File: src/rtl/bster_pkg.sv
// bster_pkg: shared FSM state, AXI constants and requester indices for the RAM arbiter
package bster_pkg;
    typedef enum logic [2:0] {
        IDLE,
        WRITE,
        WRESP,
        READ,
        RRESP,
        RESP
    } state_e;
    localparam logic [1:0] BURST_INCR = 2'b01;
    localparam logic [1:0] RESP_OKAY  = 2'b00;
    localparam int REQ_SEARCH = 0;
    localparam int REQ_UPDATE = 1;
endpackage

File: src/rtl/bster_rr_arbiter.sv
// bster_rr_arbiter: 2-way grant; round-robin with BSTER_ARB_RR_EN, fixed priority (search first) otherwise
module bster_rr_arbiter
    import bster_pkg::*;
(
`ifdef BSTER_ARB_RR_EN
    input  logic       clk_i,
    input  logic       rst_ni,
    input  logic       accept_i,
`endif
    input  logic [1:0] req_i,
    output logic [1:0] gnt_o,
    output logic       idx_o
);
`ifdef BSTER_ARB_RR_EN
    logic ptr_q;
    // Remember the last granted requester so contention alternates; reset favours the search engine
    always_ff @(posedge clk_i or negedge rst_ni) begin
        if (!rst_ni) ptr_q <= 1'b1;
        else if (accept_i) ptr_q <= idx_o;
    end
    assign idx_o = (&req_i) ? !ptr_q : req_i[REQ_UPDATE];
`else
    assign idx_o = !req_i[REQ_SEARCH] && req_i[REQ_UPDATE];
`endif
    assign gnt_o = 2'b01 << idx_o;
endmodule

File: src/rtl/bster_ram_arbiter.sv
// bster_ram_arbiter: shares one AXI4 RAM port between search and update engines; BSTER_ARB_RR_EN selects round-robin
module bster_ram_arbiter
    import bster_pkg::*;
#(
    parameter int RAM_DATA_WIDTH = 32,
    parameter int RAM_ADDR_WIDTH = 16,
    parameter int RAM_ID_WIDTH   = 8
) (
    input  logic                        aclk,
    input  logic                        aresetn,
    input  logic [1:0]                  req_valid,
    output logic [1:0]                  req_ready,
    input  logic [1:0]                  req_wr,
    input  logic [2*RAM_ADDR_WIDTH-1:0] req_addr,
    input  logic [2*RAM_DATA_WIDTH-1:0] req_wdata,
    output logic [1:0]                  rsp_valid,
    input  logic [1:0]                  rsp_ready,
    output logic [RAM_DATA_WIDTH-1:0]   rsp_rdata,
    output logic                        rsp_err,
    output logic [RAM_ID_WIDTH-1:0]     ram_axi_awid,
    output logic [RAM_ADDR_WIDTH-1:0]   ram_axi_awaddr,
    output logic [7:0]                  ram_axi_awlen,
    output logic [2:0]                  ram_axi_awsize,
    output logic [1:0]                  ram_axi_awburst,
    output logic                        ram_axi_awlock,
    output logic [3:0]                  ram_axi_awcache,
    output logic [2:0]                  ram_axi_awprot,
    output logic                        ram_axi_awvalid,
    input  logic                        ram_axi_awready,
    output logic [RAM_DATA_WIDTH-1:0]   ram_axi_wdata,
    output logic [RAM_DATA_WIDTH/8-1:0] ram_axi_wstrb,
    output logic                        ram_axi_wlast,
    output logic                        ram_axi_wvalid,
    input  logic                        ram_axi_wready,
    input  logic [RAM_ID_WIDTH-1:0]     ram_axi_bid,
    input  logic [1:0]                  ram_axi_bresp,
    input  logic                        ram_axi_bvalid,
    output logic                        ram_axi_bready,
    output logic [RAM_ID_WIDTH-1:0]     ram_axi_arid,
    output logic [RAM_ADDR_WIDTH-1:0]   ram_axi_araddr,
    output logic [7:0]                  ram_axi_arlen,
    output logic [2:0]                  ram_axi_arsize,
    output logic [1:0]                  ram_axi_arburst,
    output logic                        ram_axi_arlock,
    output logic [3:0]                  ram_axi_arcache,
    output logic [2:0]                  ram_axi_arprot,
    output logic                        ram_axi_arvalid,
    input  logic                        ram_axi_arready,
    input  logic [RAM_ID_WIDTH-1:0]     ram_axi_rid,
    input  logic [RAM_DATA_WIDTH-1:0]   ram_axi_rdata,
    input  logic [1:0]                  ram_axi_rresp,
    input  logic                        ram_axi_rlast,
    input  logic                        ram_axi_rvalid,
    output logic                        ram_axi_rready
);
    localparam logic [2:0] SIZE = 3'($clog2(RAM_DATA_WIDTH/8));
    state_e                    state_q, state_d;
    logic                      grant_q, grant_d;
    logic [RAM_ADDR_WIDTH-1:0] addr_q, addr_d;
    logic [RAM_DATA_WIDTH-1:0] wdata_q, wdata_d, rdata_q, rdata_d;
    logic                      err_q, err_d, aw_done_q, aw_done_d, w_done_q, w_done_d;
    logic [1:0]                gnt;
    logic                      gnt_idx, accept, wr_st, rd_st;
    // Acceptance is gated by reset so req_ready reads 0 while aresetn is low
    assign accept = aresetn && state_q == IDLE && |req_valid;
    bster_rr_arbiter u_arb (
`ifdef BSTER_ARB_RR_EN
        .clk_i    (aclk),
        .rst_ni   (aresetn),
        .accept_i (accept),
`endif
        .req_i    (req_valid),
        .gnt_o    (gnt),
        .idx_o    (gnt_idx)
    );
    // State and captured transaction registers
    always_ff @(posedge aclk or negedge aresetn) begin
        if (!aresetn) begin
            state_q   <= IDLE;
            grant_q   <= 1'b0;
            addr_q    <= '0;
            wdata_q   <= '0;
            rdata_q   <= '0;
            err_q     <= 1'b0;
            aw_done_q <= 1'b0;
            w_done_q  <= 1'b0;
        end else begin
            state_q   <= state_d;
            grant_q   <= grant_d;
            addr_q    <= addr_d;
            wdata_q   <= wdata_d;
            rdata_q   <= rdata_d;
            err_q     <= err_d;
            aw_done_q <= aw_done_d;
            w_done_q  <= w_done_d;
        end
    end
    // Next-state: accept, run one single-beat AXI transfer, then hold the completion until taken
    always_comb begin
        state_d   = state_q;
        grant_d   = grant_q;
        addr_d    = addr_q;
        wdata_d   = wdata_q;
        rdata_d   = rdata_q;
        err_d     = err_q;
        aw_done_d = aw_done_q;
        w_done_d  = w_done_q;
        case (state_q)
            IDLE: if (accept) begin
                grant_d   = gnt_idx;
                addr_d    = gnt_idx ? req_addr[2*RAM_ADDR_WIDTH-1:RAM_ADDR_WIDTH] : req_addr[RAM_ADDR_WIDTH-1:0];
                wdata_d   = gnt_idx ? req_wdata[2*RAM_DATA_WIDTH-1:RAM_DATA_WIDTH] : req_wdata[RAM_DATA_WIDTH-1:0];
                aw_done_d = 1'b0;
                w_done_d  = 1'b0;
                state_d   = req_wr[gnt_idx] ? WRITE : READ;
            end
            WRITE: begin
                aw_done_d = aw_done_q || ram_axi_awready;
                w_done_d  = w_done_q || ram_axi_wready;
                if (aw_done_d && w_done_d) state_d = WRESP;
            end
            WRESP: if (ram_axi_bvalid) begin
                err_d   = (ram_axi_bresp != RESP_OKAY) || (ram_axi_bid != RAM_ID_WIDTH'(grant_q));
                rdata_d = '0;
                state_d = RESP;
            end
            READ: if (ram_axi_arready) state_d = RRESP;
            RRESP: if (ram_axi_rvalid) begin
                rdata_d = ram_axi_rdata;
                err_d   = (ram_axi_rresp != RESP_OKAY) || !ram_axi_rlast || (ram_axi_rid != RAM_ID_WIDTH'(grant_q));
                state_d = RESP;
            end
            RESP: if (rsp_ready[grant_q]) state_d = IDLE;
            default: state_d = IDLE;
        endcase
    end
    assign wr_st           = state_q == WRITE;
    assign rd_st           = state_q == READ;
    assign req_ready       = accept ? gnt : 2'b00;
    assign rsp_valid       = (state_q == RESP) ? (2'b01 << grant_q) : 2'b00;
    assign rsp_rdata       = rdata_q;
    assign rsp_err         = err_q;
    assign ram_axi_awid    = RAM_ID_WIDTH'(grant_q);
    assign ram_axi_awaddr  = addr_q;
    assign ram_axi_awlen   = 8'd0;
    assign ram_axi_awsize  = wr_st ? SIZE : 3'd0;
    assign ram_axi_awburst = wr_st ? BURST_INCR : 2'b00;
    assign ram_axi_awlock  = 1'b0;
    assign ram_axi_awcache = 4'd0;
    assign ram_axi_awprot  = 3'd0;
    assign ram_axi_awvalid = wr_st && !aw_done_q;
    assign ram_axi_wdata   = wdata_q;
    assign ram_axi_wstrb   = wr_st ? '1 : '0;
    assign ram_axi_wvalid  = wr_st && !w_done_q;
    assign ram_axi_wlast   = ram_axi_wvalid;
    assign ram_axi_bready  = state_q == WRESP;
    assign ram_axi_arid    = RAM_ID_WIDTH'(grant_q);
    assign ram_axi_araddr  = addr_q;
    assign ram_axi_arlen   = 8'd0;
    assign ram_axi_arsize  = rd_st ? SIZE : 3'd0;
    assign ram_axi_arburst = rd_st ? BURST_INCR : 2'b00;
    assign ram_axi_arlock  = 1'b0;
    assign ram_axi_arcache = 4'd0;
    assign ram_axi_arprot  = 3'd0;
    assign ram_axi_arvalid = rd_st;
    assign ram_axi_rready  = state_q == RRESP;
endmodule

File: config.mk
export PLATFORM = sky130hd
export DESIGN_NAME = bster_ram_arbiter
export DESIGN_NICKNAME = d
export VERILOG_FILES = /design/src/rtl/bster_pkg.sv /design/src/rtl/bster_rr_arbiter.sv /design/src/rtl/bster_ram_arbiter.sv
export SDC_FILE = /design/constraint.sdc
export NUM_CORES = 1
export LEC_CHECK = 0
export ABC_AREA = 1
export CORE_AREA = 2 2 127 129
export DETAILED_ROUTE_END_ITERATION = 10
export DIE_AREA = 0 0 129 131
export PLACE_DENSITY_LB_ADDON = 0.05
export REMOVE_ABC_BUFFERS = 1
export SLEW_MARGIN = 20
export SYNTH_ARGS = -nofsm -noshare
export SYNTH_HDL_FRONTEND = slang
export SYNTH_SLANG_ARGS = --single-unit
File: constraint.sdc
create_clock -name aclk -period 2.2 [get_ports aclk]
set_input_delay 0.33 -clock aclk [delete_from_list [all_inputs] [get_ports aclk]]
set_output_delay 0.33 -clock aclk [all_outputs]
set_load 0.02 [all_outputs]
==> impl_metrics.py, run 1 <==
metrics = {
    "pwr": {
        "combinationalPowerShare_pct": 54.0,
        "ir_drop_uv": 464,
        "p_switching_w": 0.00399,
        "leakagePower_nw": 3.59,
        "cellInternalPower_w": 0.00571,
        "seq_power_share_pct": 28.6,
        "powerDensity_nw_per_um2": 1290,
        "p_clk_share_pct": 17.4,
        "swShare_pct": 41.1,
        "power_w": 0.00971,
    },
    "drt": {
        "drtIter0Drc": 211,
        "drt_drc_violations_left": 0,
        "wirelength_mm": 15.2,
        "firstDrtPassIters": 5,
        "drt-met1-wl_mm": 6.22,
        "wl_per_cell_um": 14.5,
        "top_layer_used": "met4",
        "wl_met3_mm": 1.52,
        "via_count": 4416,
        "final_antenna_net_count": 0,
        "viasPerCell": 4.21,
        "met2_length_mm": 7.36,
    },
    "worst_setup_path": {
        "cp_top_family": "buffers and inverters",
        "crit_path_max_incr_delay_ns": 0.66,
        "slowest_stage": "clkdlybuf4s50_1",
        "worstPathArrival_ns": 1.80,
        "endpoint_kind": "primary output",
        "cp-start-kind": "flop",
        "cp_max_fo": 7,
        "cp.required_ns": 1.87,
        "criticalPathCategory": "reg2out",
        "reg2regPathDepth": 6,
        "worstPathCellList": "buf_4, nor2_1, clkdlybuf4s50_1",
        "rr_startpoint": "state_q[1]",
        "crit_buf_inv": 2,
        "regToRegSetupSlack_ns": 0.48,
        "r2r-end": "ram_axi_wdata[18]",
    },
    "clock_tree": {
        "cts_buffers": 9,
        "clockBufferDepth": 2,
        "worstSkewPairLatency_ns": 0.33,
        "path_clk_slew_ns": 0.07,
        "htreeDepth": 3,
        "clock_sinks": 87,
        "cts_tree": "yes",
        "cts-root-buf": "clkbuf_16",
        "post_cts_buffers": 0,
        "cts_hold_buf": 0,
    },
    "timing": {
        "grt_setup_unrepaired": "false",
        "max-slew-margin-rel_pct": 39.6,
        "maxClockFrequency_ghz": 0.470,
        "setup_viol": 0,
        "worst_hold_slack_ns": 0.0189,
        "drv_slew": 0,
        "final.min_clock_period_ns": 2.13,
        "tightestPinTransition_ns": 0.906,
        "finalCritPeriodShare_pct": 96.7,
        "hold_violations": 0,
        "postLayoutSetupSlackWorst_ns": 0.0727,
        "clock_skew_ns": 0.00780,
    },
    "run_status": {
        "outcome": "finished clean",
    },
    "layout": {
        "register_area_um2": 2180,
        "fin_nets": 990,
        "utilization_pct": 48.3,
        "multi_input_area_um2": 1790,
        "drive_gt1_share_pct": 4.69,
        "area_growth_pct": 64.8,
        "final_common_cell": "clkdlybuf4s50_1",
        "num_antenna_cells": 0,
        "nFillCells": 1548,
        "most-common-layout-cells": "clkdlybuf4s50_1 (263), nand2_1 (244), nand3_1 (91)",
    },
    "synth": {
        "netlist-cell-type-count": 21,
        "ys_seq_elements": 87,
        "synth_cells": 583,
        "netlist.area_leader.share_pct": 47.6,
        "synth.largest_area_cell": "dfrtp_1",
        "syn_avg_cell_area_um2": 7.84,
        "yosysWarnings": 0,
        "ys_seq_area_share_pct": 47.6,
        "syn_area_um2": 4570,
        "yosys-top-cells-area": "dfrtp_1 (48%), nand2_1 (20%), buf_4 (14%), nand3_1 (10%), nor2_1 (2.1%)",
    },
    "floorplan": {
        "fp.dieW_um": 129,
        "fp.dieH_um": 131,
        "core_area_um2": 15600,
        "io_pins": 331,
        "start_util_pct": 29.3,
        "rows": 46,
        "die-area_um2": 16900,
    },
    "min_path": {
        "hold_class": "in2async",
    },
    "placed_design": {
        "pre_cts_ws_ns": 0.160,
        "routabilityCongestion": 0.791,
        "port_buffers": 278,
        "dp_hpwl_mm": 11.5,
    },
    "job": {
        "maxCapViolCount": 0,
    },
    "global_routing": {
        "grt_start_max_net_pins": 68,
        "grt-ovfl-total": 0,
        "grt_pass1_vias": 4341,
        "grt.total_usage_pct": 17.4,
        "grt_pass1_wl_mm": 22.8,
        "antenna_found_initial": 0,
    },
}
==> stage by stage <==
step	setup TNS [ns]	cell area, um2	std cells
after floorplan	-17.83	4010	529
after global placement	0	7200	1033
after detailed placement	0	7200	1033
after CTS	0	7520	1048
after global routing	0	7530	1048
final	0	7530	1048
==> cells by family after synthesis <==
| kind of cell | share of synthesized area [%] |
|---|---|
| buffers and inverters | 17.7 |
| AND/OR/NAND/NOR | 34.1 |
| other | 0.0821 |
| flip-flops | 47.6 |
| AO/OA/AOI/OAI | 0.493 |
==> worst max path at each step <==
| stage | from | end | slack, ns | cells past startpoint |
|---|---|---|---|---|
| after global placement | req_valid[0] | req_ready[0] | 0.18 | 6 |
| after floorplan | state_q[2] | req_ready[0] | -0.39 | 3 |
| final | state_q[2] | ram_axi_arvalid | 0.07 | 3 |
| after CTS | state_q[0] | ram_axi_rready | 0.009 | 4 |
| after global routing | state_q[1] | ram_axi_wstrb[3] | 0.0009 | 4 |
| after detailed placement | req_valid[0] | ram_axi_wdata[18] | 0.16 | 8 |
==> cell usage after synthesis (all sizes together) <==
cell and n:
inv 14, nand3 91, clkbuf 4, dfrtp 87
or2 3, nand3b 1, o21bai 1, clkinv 1
a21oi 3, nand4 1, and2 1, nor2 30
conb 1, buf 101, nand2 244
==> per-layer routing <==
metal,vias to the layer above,global-route usage [%]
met4,0,3.77
met1,2035,20.8
li1,2175,-
met3,9,7.21
met5,-,0
met2,197,29.4
==> sequential cells by signal (all words and copies together), names as in the netlist <==
signal          cells
rsp_err             1
state_q             3
ram_axi_araddr     16
rsp_rdata          32
ram_axi_wdata      32
w_done_q            1
grant_q             1
aw_done_q           1
==> power groups by stage <==
stage | Combinational [W] | Clock, W | Sequential [W]
6_report | 0.00524 | 0.00169 | 0.00278
3_3_place_gp | 0.00535 | 0 | 0.00277
2_1_floorplan | 0.00156 | 0 | 0.00375
4_1_cts | 0.00532 | 0.00175 | 0.00278
5_1_grt | 0.00568 | 0.00182 | 0.00288
3_5_place_dp | 0.00537 | 0 | 0.00279
==> timing repair <==
action,4_1_cts,5_1_grt
gates cloned,0,0
endpoints found under the setup margin,9,5
resized for setup,9,3
==> worst reg2reg max path, delay by kind of cell (launching register included) <==
| kind | cells | cell delay, ns |
|---|---|---|
| buffers and inverters | 1 | 0.27 |
| DFF | 1 | 0.46 |
| and+or+nand+nor | 5 | 0.93 |
==> layout make-up <==
type                    instances  area share [%]
clock inverters                 4            1.03
inverters                      15           0.781
multi-input cells             427            23.7
clock buffers                  11            3.36
repair buffers                288            38.6
well taps                     216            3.59
flip-flops and latches         87            28.9
Power figures use the tool's default switching activity.
==> inputs of run 2 (changes only) <==
--- a/config.mk
+++ b/config.mk
@@ -15,3 +15,4 @@
 export SYNTH_ARGS = -nofsm -noshare
 export SYNTH_HDL_FRONTEND = slang
 export SYNTH_SLANG_ARGS = --single-unit
+export TNS_END_PERCENT = 1
==> results of run 2 <==
Final layout, timing and power as in run 1 (identical DEF).
==> inputs of run 3 (changes only) <==
--- a/config.mk
+++ b/config.mk
@@ -9,6 +9,7 @@
 export CORE_AREA = 2 2 127 129
 export DETAILED_ROUTE_END_ITERATION = 10
 export DIE_AREA = 0 0 129 131
+export GPL_TIMING_DRIVEN = 0
 export PLACE_DENSITY_LB_ADDON = 0.05
 export REMOVE_ABC_BUFFERS = 1
 export SLEW_MARGIN = 20
==> impl_metrics.py, run 3 (same netlist as run 1, synthesis figures left out) <==
metrics = {
    "run_status": {
        "outcome": "finished clean",
    },
    "floorplan": {
        "fp.dieW_um": 129,
        "start_util_pct": 29.3,
        "fp.dieH_um": 131,
        "core_area_um2": 15600,
        "rows": 46,
        "io_pins": 331,
        "die-area_um2": 16900,
    },
    "worst_setup_path": {
        "crit_buf_inv": 2,
        "cp.required_ns": 1.87,
        "startpoint": "state_q[2]",
        "cp_top_family": "simple AND/OR/NAND/NOR gates",
        "worstPathCellList": "nor2_4, nand4_4, nor2_4, buf_16, clkdlybuf4s15_2",
        "reg2regPathDepth": 7,
        "cp-start-kind": "flop",
        "endpoint_kind": "primary output",
        "rr_startpoint": "state_q[2]",
        "regToRegSetupSlack_ns": 0.19,
        "slowest_stage": "dfrtp_1",
        "criticalPathCategory": "reg2out",
        "cp_common_cell": "nor2_4",
        "cp_max_fo": 26,
        "r2r-end": "rsp_rdata[17]",
        "worstPathArrival_ns": 1.87,
        "crit_path_max_incr_delay_ns": 0.48,
    },
    "job": {
        "maxCapViolCount": 0,
    },
    "clock_tree": {
        "cts_tree": "yes",
        "clock_sinks": 87,
        "htreeDepth": 3,
        "cts-root-buf": "clkbuf_16",
        "clockBufferDepth": 2,
        "cts_buffers": 9,
        "worstSkewPairLatency_ns": 0.34,
        "path_clk_slew_ns": 0.07,
    },
    "drt": {
        "wirelength_mm": 15.9,
        "drt_drc_violations_left": 0,
        "viasPerCell": 4.24,
        "final_antenna_net_count": 0,
        "via_count": 4469,
        "wl_per_cell_um": 15.1,
        "firstDrtPassIters": 4,
        "drtIter0Drc": 150,
    },
    "layout": {
        "final-instance-count-excl-fill": 1053,
        "area_growth_pct": 66.0,
        "final_common_cell": "clkdlybuf4s50_1",
        "nFillCells": 1517,
        "most-common-layout-cells": "clkdlybuf4s50_1 (262), nand2_1 (243), nand3_1 (91)",
        "num_antenna_cells": 0,
        "drive_gt1_share_pct": 6.21,
        "fin_nets": 994,
    },
    "pwr": {
        "powerDensity_nw_per_um2": 1270,
        "cellInternalPower_w": 0.00556,
        "combinationalPowerShare_pct": 55.0,
        "leakagePower_nw": 3.60,
        "p_clk_share_pct": 16.2,
        "p_switching_w": 0.00411,
        "seq_power_share_pct": 28.7,
        "swShare_pct": 42.5,
        "ir_drop_uv": 492,
    },
    "timing": {
        "finalCritPeriodShare_pct": 100,
        "clock_skew_ns": 0.00783,
        "postLayoutSetupSlackWorst_ns": 0.000597,
        "worst_hold_slack_ns": 0.0301,
        "drv_slew": 0,
        "maxClockFrequency_ghz": 0.455,
        "final.min_clock_period_ns": 2.20,
        "hold_violations": 0,
        "setup_viol": 0,
        "tightestPinTransition_ns": 0.868,
        "max-slew-margin-rel_pct": 42.0,
        "grt_setup_unrepaired": "true",
    },
    "global_routing": {
        "grtUsageMet1_pct": 21.2,
        "grt.total_usage_pct": 18.1,
        "grt_use_met3_pct": 6.64,
        "busiest_layer": "met2",
        "grt_pass1_vias": 4536,
        "grt_start_max_net_pins": 45,
        "grt_pass1_wl_mm": 23.5,
        "grt-ovfl-total": 0,
        "met2_usage_pct": 31.5,
        "antenna_found_initial": 0,
    },
    "placed_design": {
        "dp_hpwl_mm": 11.0,
        "dp_cells": 1026,
        "routabilityCongestion": 0.751,
        "pre_cts_ws_ns": -1.69,
        "port_buffers": 278,
    },
    "min_path": {
        "hold_class": "in2async",
    },
}
## run 3: cell count changes in the layout (fill, tap and decap cells not counted), moves of 2 or more
cell / previous run / this run
nor2_2: 0 / 3
clkbuf_2: 0 / 2
inv_1: 11 / 9
clkdlybuf4s15_2: 0 / 2
nand4_2: 0 / 2
buf_4: 8 / 6
buf_16: 0 / 3
inv_2: 2 / 4
buf_12: 5 / 1
clkinvlp_4: 0 / 2
## run 3: through the flow
step	TNS (ns)	utilization (%)	area (um2)	total power (W)
after floorplan	-17.83	-	4010	0.00531
after global placement	-557.98	45.3	7060	0.00796
after detailed placement	-51.23	45.8	7150	0.00805
after CTS	-0.0194	48.5	7570	0.00974
after global routing	-0.209	48.6	7580	0.0103
final	0	48.6	7580	0.00967
## run 3: how the worst max path moves through the flow
stage	cells after the start	slack, ns	to
global placement	4	-6.58	req_ready[1]
finish	5	0.0006	req_ready[1]
detailed placement	7	-1.69	req_ready[1]
global route	5	-0.11	req_ready[1]
floorplan	3	-0.39	req_ready[0]
CTS	5	-0.02	req_ready[1]
## run 3: area by class of cell
cell class,count,area [um2],area share (%)
Clock buffer,10,239,3.15
Clock inverter,6,67.6,0.891
Inverter,15,73.8,0.973
Multi-Input combinational cell,431,1830,24.2
Sequential cell,87,2180,28.7
Tap cell,216,270,3.56
Timing Repair Buffer,288,2920,38.5
## run 3: repair_timing
action | in CTS | in global routing
endpoints found under the setup margin | 61 | 48
hold buffers | 1 | 0
buffers inserted | 6 | 0
pin swaps | 5 | 1
cloned | 3 | 1
gates resized for setup | 24 | 9
endpoints found under the hold margin | 44 | 0
## run 3: worst reg2reg max path, delay by kind of cell, from the launching register on
| kind | cells | cell delay (ns) |
|---|---|---|
| buffers and inverters | 2 | 0.24 |
| DFF | 1 | 0.51 |
| and+or+nand+nor | 5 | 1.20 |
## run 3: power groups by stage
stage | Combinational (W) | Clock, W | Sequential (W)
after global routing | 0.00576 | 0.00170 | 0.00289
final | 0.00532 | 0.00157 | 0.00278
after CTS | 0.00534 | 0.00162 | 0.00278
after global placement | 0.00519 | 0 | 0.00277
after floorplan | 0.00156 | 0 | 0.00375
after detailed placement | 0.00526 | 0 | 0.00279
## run 3: metal layers
| metal | share of wire (%) | wire length (um) | up-vias |
|---|---|---|---|
| met5 | 0 | 0 | - |
| met4 | 1.0 | 160 | 0 |
| met1 | 40 | 6380 | 2043 |
| li1 | - | - | 2206 |
| met2 | 49 | 7790 | 209 |
| met3 | 10 | 1620 | 11 |
